File: src/rtl/insn_buffer_if.sv
// Shared types and the fetch/decode-facing bundle of the instruction buffer.
// The package lives here so the interface and the buffer agree on the entry layout.
package insn_buffer_pkg;

  typedef logic [31:0] addr_t;
  typedef logic [31:0] insn_t;

  typedef struct packed {
    addr_t       pc;
    logic [15:0] insn;
    logic        fault;
  } insn_buffer_entry_t;

  localparam int INSN_BUFFER_ENTRY_COUNT = 4;

  typedef logic [$clog2(INSN_BUFFER_ENTRY_COUNT + 1)-1:0] insn_buffer_entry_count_t;

endpackage

interface insn_buffer_if #(
  parameter int ENTRY_COUNT = insn_buffer_pkg::INSN_BUFFER_ENTRY_COUNT
);
  import insn_buffer_pkg::*;

  localparam int CW = $clog2(ENTRY_COUNT + 1);

  logic                         flush;
  insn_buffer_entry_t [1:0]     writeEntry;
  logic [1:0]                   writeCount;
  logic                         writeReady;
  logic                         readValid;
  logic                         readReady;
  addr_t                        readPc;
  insn_t                        readInsn;
  logic                         readFault;
  logic                         readIsCompressed;
  logic [CW-1:0]                count;

  modport slave (
    input  flush, writeEntry, writeCount, readReady,
    output writeReady, readValid, readPc, readInsn, readFault,
           readIsCompressed, count
  );

  modport master (
    output flush, writeEntry, writeCount, readReady,
    input  writeReady, readValid, readPc, readInsn, readFault,
           readIsCompressed, count
  );

endinterface

File: src/rtl/insn_buffer.sv
// Halfword instruction buffer between fetch and decode: circular array with head/tail/count.
// Define RAFI_INSN_BUFFER_RVC_EN to enable 16-bit compressed instruction detection.
module insn_buffer
  import insn_buffer_pkg::*;
#(
  parameter int ENTRY_COUNT = INSN_BUFFER_ENTRY_COUNT
) (
  input  logic          clk,
  input  logic          rst,
  insn_buffer_if.slave  bus
);

  localparam int PW = $clog2(ENTRY_COUNT);
  localparam int CW = $clog2(ENTRY_COUNT + 1);

  insn_buffer_entry_t entries_q [ENTRY_COUNT];

  logic [PW-1:0] head_q, head_d;
  logic [PW-1:0] tail_q, tail_d;
  logic [CW-1:0] count_q, count_d;

  insn_buffer_entry_t headEntry;
  logic [PW-1:0]      secondIdx;
  logic [15:0]        secondInsn;
  logic               secondFault;
  logic               headIsRvc;
  logic [1:0]         headLen;
  logic               readValid;
  logic               writeReady;
  logic [1:0]         wrNum;
  logic [1:0]         rdNum;

  assign headEntry   = entries_q[head_q];
  assign secondIdx   = head_q + PW'(1);
  assign secondInsn  = entries_q[secondIdx].insn;
  assign secondFault = entries_q[secondIdx].fault;

`ifdef RAFI_INSN_BUFFER_RVC_EN
  assign headIsRvc = (headEntry.insn[1:0] != 2'b11);
`else
  assign headIsRvc = 1'b0;
`endif

  // A faulted halfword is handed to decode on its own so the trap is never held up.
  assign headLen    = (headEntry.fault || headIsRvc) ? 2'd1 : 2'd2;
  assign readValid  = (count_q >= CW'(headLen));
  assign writeReady = (count_q <= CW'(ENTRY_COUNT - 2));

  assign wrNum = (writeReady && bus.writeCount != 2'd3) ? bus.writeCount : 2'd0;
  assign rdNum = (readValid && bus.readReady) ? headLen : 2'd0;

  assign bus.readValid        = readValid;
  assign bus.writeReady       = writeReady;
  assign bus.readPc           = headEntry.pc;
  assign bus.readInsn         = (headLen == 2'd1) ? {16'h0000, headEntry.insn}
                                                  : {secondInsn, headEntry.insn};
  assign bus.readFault        = headEntry.fault | ((headLen == 2'd2) & secondFault);
  assign bus.readIsCompressed = headIsRvc;
  assign bus.count            = count_q;

  always_comb begin
    head_d  = head_q + PW'(rdNum);
    tail_d  = tail_q + PW'(wrNum);
    count_d = count_q + CW'(wrNum) - CW'(rdNum);
  end

  always_ff @(posedge clk) begin
    if (rst || bus.flush) begin
      head_q  <= '0;
      tail_q  <= '0;
      count_q <= '0;
    end else begin
      head_q  <= head_d;
      tail_q  <= tail_d;
      count_q <= count_d;
    end
  end

  // Storage carries no reset; occupancy alone decides what is meaningful.
  always_ff @(posedge clk) begin
    if (!rst && !bus.flush) begin
      if (wrNum != 2'd0) begin
        entries_q[tail_q] <= bus.writeEntry[0];
      end
      if (wrNum == 2'd2) begin
        entries_q[tail_q + PW'(1)] <= bus.writeEntry[1];
      end
    end
  end

endmodule

File: src/flat_wrapper.sv
// flat-port wrapper written by rule: the top's interface ports become plain ports
module insn_buffer_flat import insn_buffer_pkg::*;
#(
  parameter int ENTRY_COUNT = INSN_BUFFER_ENTRY_COUNT
)
  (clk, rst, bus_flush, bus_writeEntry, bus_writeCount, bus_readReady, bus_writeReady, bus_readValid, bus_readPc, bus_readInsn, bus_readFault, bus_readIsCompressed, bus_count);
  insn_buffer_if #(.ENTRY_COUNT(ENTRY_COUNT)) bus_i ();
  input  logic clk;
  input  logic rst;
  input wire logic [$bits(bus_i.flush)-1:0] bus_flush;
  input wire logic [$bits(bus_i.writeEntry)-1:0] bus_writeEntry;
  input wire logic [$bits(bus_i.writeCount)-1:0] bus_writeCount;
  input wire logic [$bits(bus_i.readReady)-1:0] bus_readReady;
  output wire logic [$bits(bus_i.writeReady)-1:0] bus_writeReady;
  output wire logic [$bits(bus_i.readValid)-1:0] bus_readValid;
  output wire logic [$bits(bus_i.readPc)-1:0] bus_readPc;
  output wire logic [$bits(bus_i.readInsn)-1:0] bus_readInsn;
  output wire logic [$bits(bus_i.readFault)-1:0] bus_readFault;
  output wire logic [$bits(bus_i.readIsCompressed)-1:0] bus_readIsCompressed;
  output wire logic [$bits(bus_i.count)-1:0] bus_count;
  assign bus_i.flush = bus_flush;
  assign bus_i.writeEntry = bus_writeEntry;
  assign bus_i.writeCount = bus_writeCount;
  assign bus_i.readReady = bus_readReady;
  assign bus_writeReady = bus_i.writeReady;
  assign bus_readValid = bus_i.readValid;
  assign bus_readPc = bus_i.readPc;
  assign bus_readInsn = bus_i.readInsn;
  assign bus_readFault = bus_i.readFault;
  assign bus_readIsCompressed = bus_i.readIsCompressed;
  assign bus_count = bus_i.count;
  insn_buffer #(.ENTRY_COUNT(ENTRY_COUNT)) u_core (.clk(clk), .rst(rst), .bus(bus_i));
endmodule
File: config.mk
export PLATFORM = sky130hd
export DESIGN_NAME = insn_buffer_flat
export DESIGN_NICKNAME = d
export VERILOG_FILES = /design/src/rtl/insn_buffer_if.sv /design/src/rtl/insn_buffer.sv /design/src/flat_wrapper.sv
export SDC_FILE = /design/constraint.sdc
export NUM_CORES = 1
export LEC_CHECK = 0
export CAP_MARGIN = 10
export CORE_ASPECT_RATIO = 1.25
export CORE_MARGIN = 2
export CORE_UTILIZATION = 45
export DETAILED_ROUTE_END_ITERATION = 12
export PLACE_DENSITY = 0.69
export SYNTH_ARGS = -nofsm -noshare
export SYNTH_HDL_FRONTEND = slang
export SYNTH_SLANG_ARGS = --single-unit
File: constraint.sdc
create_clock -name clk -period 6.8 [get_ports clk]
set_input_delay 1.36 -clock clk [delete_from_list [all_inputs] [get_ports clk]]
set_output_delay 1.36 -clock clk [all_outputs]
set_load 0.005 [all_outputs]
==> Word level (Yosys, flattened, before mapping) <==
Memory sizes are Yosys's and may differ from the RTL's. A register that Yosys moved wholly into a read port is not among the register bits.
Index checks and enable logic that the tools add are counted.
{ "classes": {"eq_ne": 4, "n_addsub": 6, "magnitude_cmp": 2, "n_mux": 11, "reduce_logical": 7, "bitwise_logic": 2} }
{ "ops": {"columns": ["op", "count"], "rows": [
  ["two-way mux 32 bit", 1],
  ["two-way mux 2 bit", 4],
  ["two-way mux 1 bit", 6],
  ["adder 2 x 1 -> 2 bit (second input constant)", 2],
  ["adder 2 bit", 2],
  ["== test 2 bit (second input constant)", 2],
  ["adder 3 x 2 -> 3 bit", 1],
  ["greater-or-equal comparator 3 x 2 -> 1 bit", 1],
  ["less-or-equal comparator 3 x 2 -> 1 bit (second input constant)", 1],
  ["logical AND 1 bit", 3],
  ["subtractor 3 x 2 -> 3 bit", 1],
  ["== test 2 x 1 -> 1 bit (second input constant)", 1],
  ["logical NOT 1 bit", 2],
  ["inequality test 2 bit (second input constant)", 1],
  ["nonzero test 2 bit", 1],
  ["bitwise AND 1 bit", 1],
  ["logical OR 1 bit", 1],
  ["bitwise OR 1 bit", 1]
]} }
{ "totals": {"n_memories": 1, "inputBits": 104, "word_cells": 36, "mem_bits_rw": 196, "output_inout_bits": 71, "reg_bits": 7} }
{ "mem_list": {"columns": ["memory", "words", "width", "rd", "rd_ports_with_merged_regs", "wr", "line_no", "rtl"], "rows": [
  ["u_core.entries_q", 4, 49, 2, 1, 2, "insn_buffer.sv:16", "insn_buffer_entry_t entries_q [ENTRY_COUNT];"]
]} }

==> Logic depth before layout (Yosys ltp) <==
Gate-level depths: netlist of the first run.
{ "logic_depth": {"word_depth": 7, "mapped_depth": 14, "ltp_nobuf": 12} }

==> Worst setup path before layout of the first run <==
OpenSTA, ideal clock, no wires.
{ "synth_path": {"path_kind": "input to register", "startpoint": "input port bus_flush", "endpoint": "memory u_core.entries_q[3][0] in the netlist's numbering (enable)", "setup_time_ns": 0.526, "path_stages": 3, "n_path_buf": 0, "slack_ns": 0.958, "required_time_ns": 6.274, "t_arrival_ns": 5.316, "path_cell_list": "nor2_1 > nand2_1 > nor3b_1"} }
{ "synth_lines": {"columns": ["element", "line_no", "rtl"], "rows": [
  ["from (decl)", "flat_wrapper.sv:10", "input wire logic [$bits(bus_i.flush)-1:0] bus_flush;"],
  ["to (decl)", "insn_buffer.sv:16", null]
]} }

==> results.sh, run 1 <==
export IMPL_ys_ff_latch=203
export IMPL_final_hold_viol_count=0
export IMPL_maxSlewViolCount=0
export IMPL_maxCapViolCount=0
export IMPL_gp_congestion=0.731
export IMPL_yosys_area_top_type="edfxtp_1"
export IMPL_r2r_end="u_core.bus.count[2]"
export IMPL_crit_path_start="u_core.head_q[0]"
export IMPL_syn_to_final_growth_pct=25.7
export IMPL_hold_depth=2
export IMPL_clk_pin_slew_ns=0.06
export IMPL_antenna_left=0
export IMPL_hold_slack_ns=0.652
export IMPL_vias=6066
export IMPL_intPower_mw=2.44
export IMPL_clock_path_buffers=3
export IMPL_yosysUniqueCellTypes=41
export IMPL_r2r_slack_ns=2.99
export IMPL_leakagePower_nw=4.28
export IMPL_cts_resized=0
export IMPL_p_comb_share_pct=17.0
export IMPL_dr_pass1_iters=5
export IMPL_grt_pass1_wl_um=37700
export IMPL_clock_sinks=203
export IMPL_synth_flop_cell="edfxtp_1"
export IMPL_ff2ff_path_depth=10
export IMPL_grt_util_all_layers_pct=20.0
export IMPL_finalSetupTns_ns=0
export IMPL_cp_max_fo=40
export IMPL_setup_viol=0
export IMPL_dieArea_um2=24600
export IMPL_synth_edf_count=196
export IMPL_initialDrtViolationCount=367
export IMPL_end_kind="output pin"
export IMPL_crit_type="reg -> out"
export IMPL_power_frac_seq_pct=46.0
export IMPL_hold_buffers=0
export IMPL_async_flop_share_pct=0
export IMPL_cp_start_kind="flip-flop"
export IMPL_final_core_util_pct=57.6
export IMPL_coreArea_um2=23000
export IMPL_r2r_start="u_core.head_q[0]"
export IMPL_whs_endpoint="u_core.head_q[1]"
export IMPL_drc=0
export IMPL_netlist_instances=585
export IMPL_cts_tree="yes"
export IMPL_synth_area_top_cells="edfxtp_1 56%, mux2_2 20%, mux4_2 14%"
export IMPL_antenna_found_initial=2
export IMPL_grt_overflow=0
export IMPL_tightest_slew_ns=1.14
export IMPL_fp_dieW_um=141
export IMPL_synth_top_cell_area_share_pct=55.9
export IMPL_syn_area_per_cell_um2=18.0
export IMPL_yosys_top_cells_count="196 x edfxtp_1, 189 x mux2_2, 64 x mux4_2"
export IMPL_p_per_area_nw_per_um2=239
export IMPL_numCtsBuffers=22
export IMPL_io_pins=175
export IMPL_fin_cells=1055
export IMPL_status="completed"
export IMPL_yosys_warnings=0
export IMPL_rows=62
export IMPL_dpl_hpwl_um=14900
export IMPL_min_period_ns=4.69
export IMPL_p_switching_uw=719
export IMPL_routed_wl_um=24400
export IMPL_clk_latency_ns=0.51
export IMPL_hp_class="reg -> reg"
export IMPL_grt_pass1_vias=6805
export IMPL_dpl_cell_count=1015
export IMPL_cts_setup_buffers=0
export IMPL_worstHoldStart="u_core.entries_q[2][0]"
export IMPL_final_fill_count=1780
export IMPL_relSlewSlack_pct=23.5
export IMPL_cts_root_buf="clkbuf_16"
export IMPL_nets=861
export IMPL_rsz0062_at_grt="no"
export IMPL_finClkSkew_ns=0.00903
export IMPL_fin_crit_sh_pct=69.0
export IMPL_clockPowerShare_pct=37.0
export IMPL_vdd_drop_max_uv=200
export IMPL_ys_seq_area_share_pct=57.3
export IMPL_max_freq_ghz=0.213
export IMPL_synth_nets=695
export IMPL_start_util_pct=45.8
export IMPL_switching_share_pct=22.7
export IMPL_syn_cell_area_um2=10500
export IMPL_wl_per_cell_um=23.1
export IMPL_die_height_um=175
export IMPL_crit_arrival_ns=3.33
export IMPL_viasPerCell=5.75
export IMPL_htree_num_levels=1
export IMPL_drive_above_1_share_pct=40.9
export IMPL_port_buffers=173
export IMPL_worstPathRequired_ns=5.44
export IMPL_grt_max_degree=67
export IMPL_yosysMostFrequentCell="edfxtp_1"
metrics by stage:
step	setup slack, ns	power [mW]	cell area, um^2
2_1_floorplan	0.958	1.75	10500
3_3_place_gp	2.41	2.01	12500
3_5_place_dp	2.39	2.03	12500
4_1_cts	2.01	3.19	13200
5_1_grt	1.88	3.28	13200
6_report	2.11	3.16	13200
critical path, cell delays in order (launching register included):
cell and delay, ns:
dfxtp_4 0.91, mux2_2 0.67, ha_1 0.33, nand2b_1 0.17
a211o_1 0.31, clkdlybuf4s50_1 0.44
cell families after synthesis:
group | count (synthesis) | share of synthesized area, %
buffers and inverters | 42 | 2.22
and+or+nand+nor | 50 | 2.75
DFF | 203 | 57.3
xor gates and xnor gates | 5 | 0.416
muxes | 263 | 35.4
other | 1 | 0.0356
adders and majority gates | 6 | 0.856
AOI/OAI and AO/OA | 15 | 1.09
placed cells by master (no fill, tap or decap), types with 2 or more instances in the layout:
master,Yosys,layout
nand2_1,6,4
buf_4,6,8
nand2b_1,4,4
mux4_2,64,64
clkbuf_1,7,8
and2_1,6,6
mux2_2,189,189
nor2b_1,18,18
mux2_4,10,10
dfxtp_4,0,2
clkbuf_16,0,23
a21oi_1,4,4
nand2_2,0,2
bufinv_16,0,2
clkinv_1,0,5
buf_12,0,2
fa_1,2,2
xnor2_1,4,4
clkdlybuf4s50_1,0,173
ha_1,4,4
edfxtp_1,196,196
dfxtp_1,7,5
nor2_1,7,5
nor2_4,0,2
a311oi_1,2,2
how the worst max path moves through the flow:
stage / to / cells after the start / slack [ns]
floorplan: u_core.entries_q[3][0] / 3 / 0.96
global placement: u_core.entries_q[0][28] / 6 / 2.41
detailed placement: u_core.entries_q[0][37] / 6 / 2.39
CTS: bus_readValid / 5 / 2.01
global route: bus_readValid / 5 / 1.88
finish: bus_readValid / 5 / 2.11
cell type report:
cell class / count / area [um^2] / area share, %
clock buffers: 31 / 606 / 4.58
well taps: 288 / 360 / 2.73
multi-input cells: 340 / 4290 / 32.5
diodes: 1 / 2.50 / 0.0189
flip-flops and latches: 203 / 6030 / 45.6
clock inverters: 8 / 90.1 / 0.681
repair buffers: 183 / 1830 / 13.9
inverters: 1 / 3.75 / 0.0284
power groups by stage:
stage	Clock [mW]	Sequential, mW	Combinational [mW]
floorplan	0	1.46	0.286
finish	1.17	1.46	0.539
global route	1.24	1.46	0.582
global placement	0	1.48	0.534
CTS	1.19	1.46	0.547
detailed placement	0	1.48	0.543
flip-flops by register name (all words and copies together) (netlist names):
register	flops
u_core.bus.count	3
u_core.tail_q	2
u_core.entries_q	196
u_core.head_q	2
per-layer routing:
metal / track usage, % / routed length [um] / up-vias
li1: - / - / 2712
met1: 23.5 / 9430 / 3147
met2: 36.7 / 13000 / 175
met3: 5.15 / 1680 / 30
met4: 4.21 / 305 / 2
met5: 0 / 13 / -
(Power assumes the default switching activity.)
==> inputs of run 2 (changes only) <==
- PLACE_DENSITY: 0.69 -> 0.72
- clock period: 6.8 -> 3.8 ns (I/O delays scaled with it)
==> run 2 against run 1 <==
  * Clock skew grew 0.0092 ns
  * Via count grew 1.5%
  * Critical endpoint unchanged
  * Core utilization grew 0.41 points
  * Register-to-register slack lost 2.5 ns
  * Hold slack lost 0.021 ns
  * First-iteration DRC count shrank 32%
  * Clock-buffer cell count shrank 4
  * Flip-flop and latch count is the same
  * Sequential power grew 77%
  * Combinational power grew 86%
  * Setup slack lost 1.9 ns
==> results.sh, run 2 (same netlist as run 1, synthesis figures left out) <==
export IMPL_cts_setup_buffers=0
export IMPL_rsz0062_at_grt="no"
export IMPL_syn_to_final_growth_pct=26.5
export IMPL_r2r_end="u_core.bus.count[2]"
export IMPL_cp_start_kind="flip-flop"
export IMPL_grt_pass1_wl_um=37900
export IMPL_dr_pass1_iters=4
export IMPL_final_fill_count=1782
export IMPL_io_pins=175
export IMPL_clk_latency_ns=0.51
export IMPL_grt_pass1_vias=6842
export IMPL_hold_buffers=0
export IMPL_nets=869
export IMPL_ff2ff_path_depth=11
export IMPL_htree_num_levels=1
export IMPL_ff_latch_area_um2=6030
export IMPL_worstPathRequired_ns=3.04
export IMPL_drc=0
export IMPL_vdd_drop_max_uv=352
export IMPL_worstHoldStart="u_core.bus.count[2]"
export IMPL_final_common_cell="edfxtp_1"
export IMPL_crit_type="reg -> out"
export IMPL_drive_above_1_share_pct=41.8
export IMPL_dpl_hpwl_um=15400
export IMPL_maxCapViolCount=0
export IMPL_relSlewSlack_pct=59.6
export IMPL_regMostFlops="u_core.entries_q"
export IMPL_setup_viol=0
export IMPL_wl_per_cell_um=23.4
export IMPL_numCtsBuffers=21
export IMPL_tightest_slew_ns=0.606
export IMPL_cts_root_buf="clkbuf_16"
export IMPL_cp_max_fo=11
export IMPL_crit_arrival_ns=2.86
export IMPL_placed_cell_area_um2=12700
export IMPL_hp_class="reg -> reg"
export IMPL_hold_depth=2
export IMPL_finClkSkew_ns=0.0183
export IMPL_routed_wl_um=24800
export IMPL_r2r_slack_ns=0.51
export IMPL_start_util_pct=45.8
export IMPL_largest_register_ffs=196
export IMPL_grt_util_all_layers_pct=20.2
export IMPL_multi_input_area_um2=4310
export IMPL_grt_overflow=0
export IMPL_fin_crit_sh_pct=95.1
export IMPL_status="completed"
export IMPL_setup_slack_ns=0.185
export IMPL_max_freq_ghz=0.277
export IMPL_dp_slack_ns=0.511
export IMPL_end_kind="output pin"
export IMPL_rows=62
export IMPL_initialDrtViolationCount=250
export IMPL_final_area_um2=13300
export IMPL_antenna_left=0
export IMPL_fp_dieW_um=141
export IMPL_grt_max_degree=71
export IMPL_dieArea_um2=24600
export IMPL_die_height_um=175
export IMPL_min_period_ns=3.62
export IMPL_cts_tree="yes"
export IMPL_whs_endpoint="u_core.bus.count[2]"
export IMPL_gp_congestion=0.728
export IMPL_antenna_found_initial=3
export IMPL_final_hold_viol_count=0
export IMPL_port_buffers=173
export IMPL_clk_pin_slew_ns=0.07
export IMPL_final_cell_mix="196 x edfxtp_1, 189 x mux2_2, 173 x clkdlybuf4s50_1"
export IMPL_vias=6159
export IMPL_r2r_start="u_core.entries_q[2][0]"
export IMPL_coreArea_um2=23000
export IMPL_finalSetupTns_ns=0
export IMPL_cts_resized=0
export IMPL_clock_path_buffers=3
export IMPL_viasPerCell=5.80
export IMPL_maxSlewViolCount=0
export IMPL_p_per_area_nw_per_um2=419
export IMPL_leakagePower_nw=4.34
export IMPL_clock_sinks=203
## run 2: where the power goes
part	switching [mW]	internal, mW
Clock	0.838	1.15
Sequential	0.0418	2.54
Combinational	0.404	0.597
## run 2: how the worst max path moves through the flow
stage                      startpoint                      to  slack, ns  cells after the start
3_3_place_gp   u_core.entries_q[0][0]     u_core.bus.count[2]       0.57                     11
4_1_cts        u_core.entries_q[2][0]           bus_readValid       0.18                      6
5_1_grt        u_core.entries_q[2][0]           bus_readValid        0.1                      6
3_5_place_dp   u_core.entries_q[0][0]     u_core.bus.count[2]       0.51                     11
2_1_floorplan               bus_flush  u_core.entries_q[2][0]       0.14                      3
6_report       u_core.entries_q[2][0]           bus_readValid       0.18                      6
## run 2: area by class of cell
| cell class | count | area share, % |
|---|---|---|
| antenna | 1 | 0.0188 |
| clock buffer | 27 | 4.12 |
| clock inverter | 10 | 0.742 |
| inverter | 1 | 0.0282 |
| multi-input combinational | 340 | 32.3 |
| sequential | 203 | 45.3 |
| tap | 288 | 2.71 |
| timing repair buffer | 192 | 14.7 |
## run 2: metrics by stage
stage	power, mW	hold slack [ns]	cells	utilization (%)
detailed placement	3.64	0.615	1024	55.2
CTS	5.63	0.624	1061	58.0
finish	5.58	0.631	1062	58.0
floorplan	3.13	0.591	585	-
global route	5.78	0.671	1062	58.0
global placement	3.61	0.609	1024	55.2
## run 2: critical path, cell delays in order, from the launching register on
cell             delay [ns]
edfxtp_1               0.42
mux2_2                 0.30
mux2_2                 0.39
ha_1                   0.30
nand2b_1               0.16
a211o_1                0.29
clkdlybuf4s50_1        0.47
## run 2: layer usage
layer / up-vias / track usage, % / wire, um
li1: 2731 / - / -
met1: 3188 / 23.2 / 9520
met2: 190 / 37.3 / 13100
met3: 46 / 5.18 / 1660
met4: 4 / 5.42 / 511
met5: - / 0 / 27
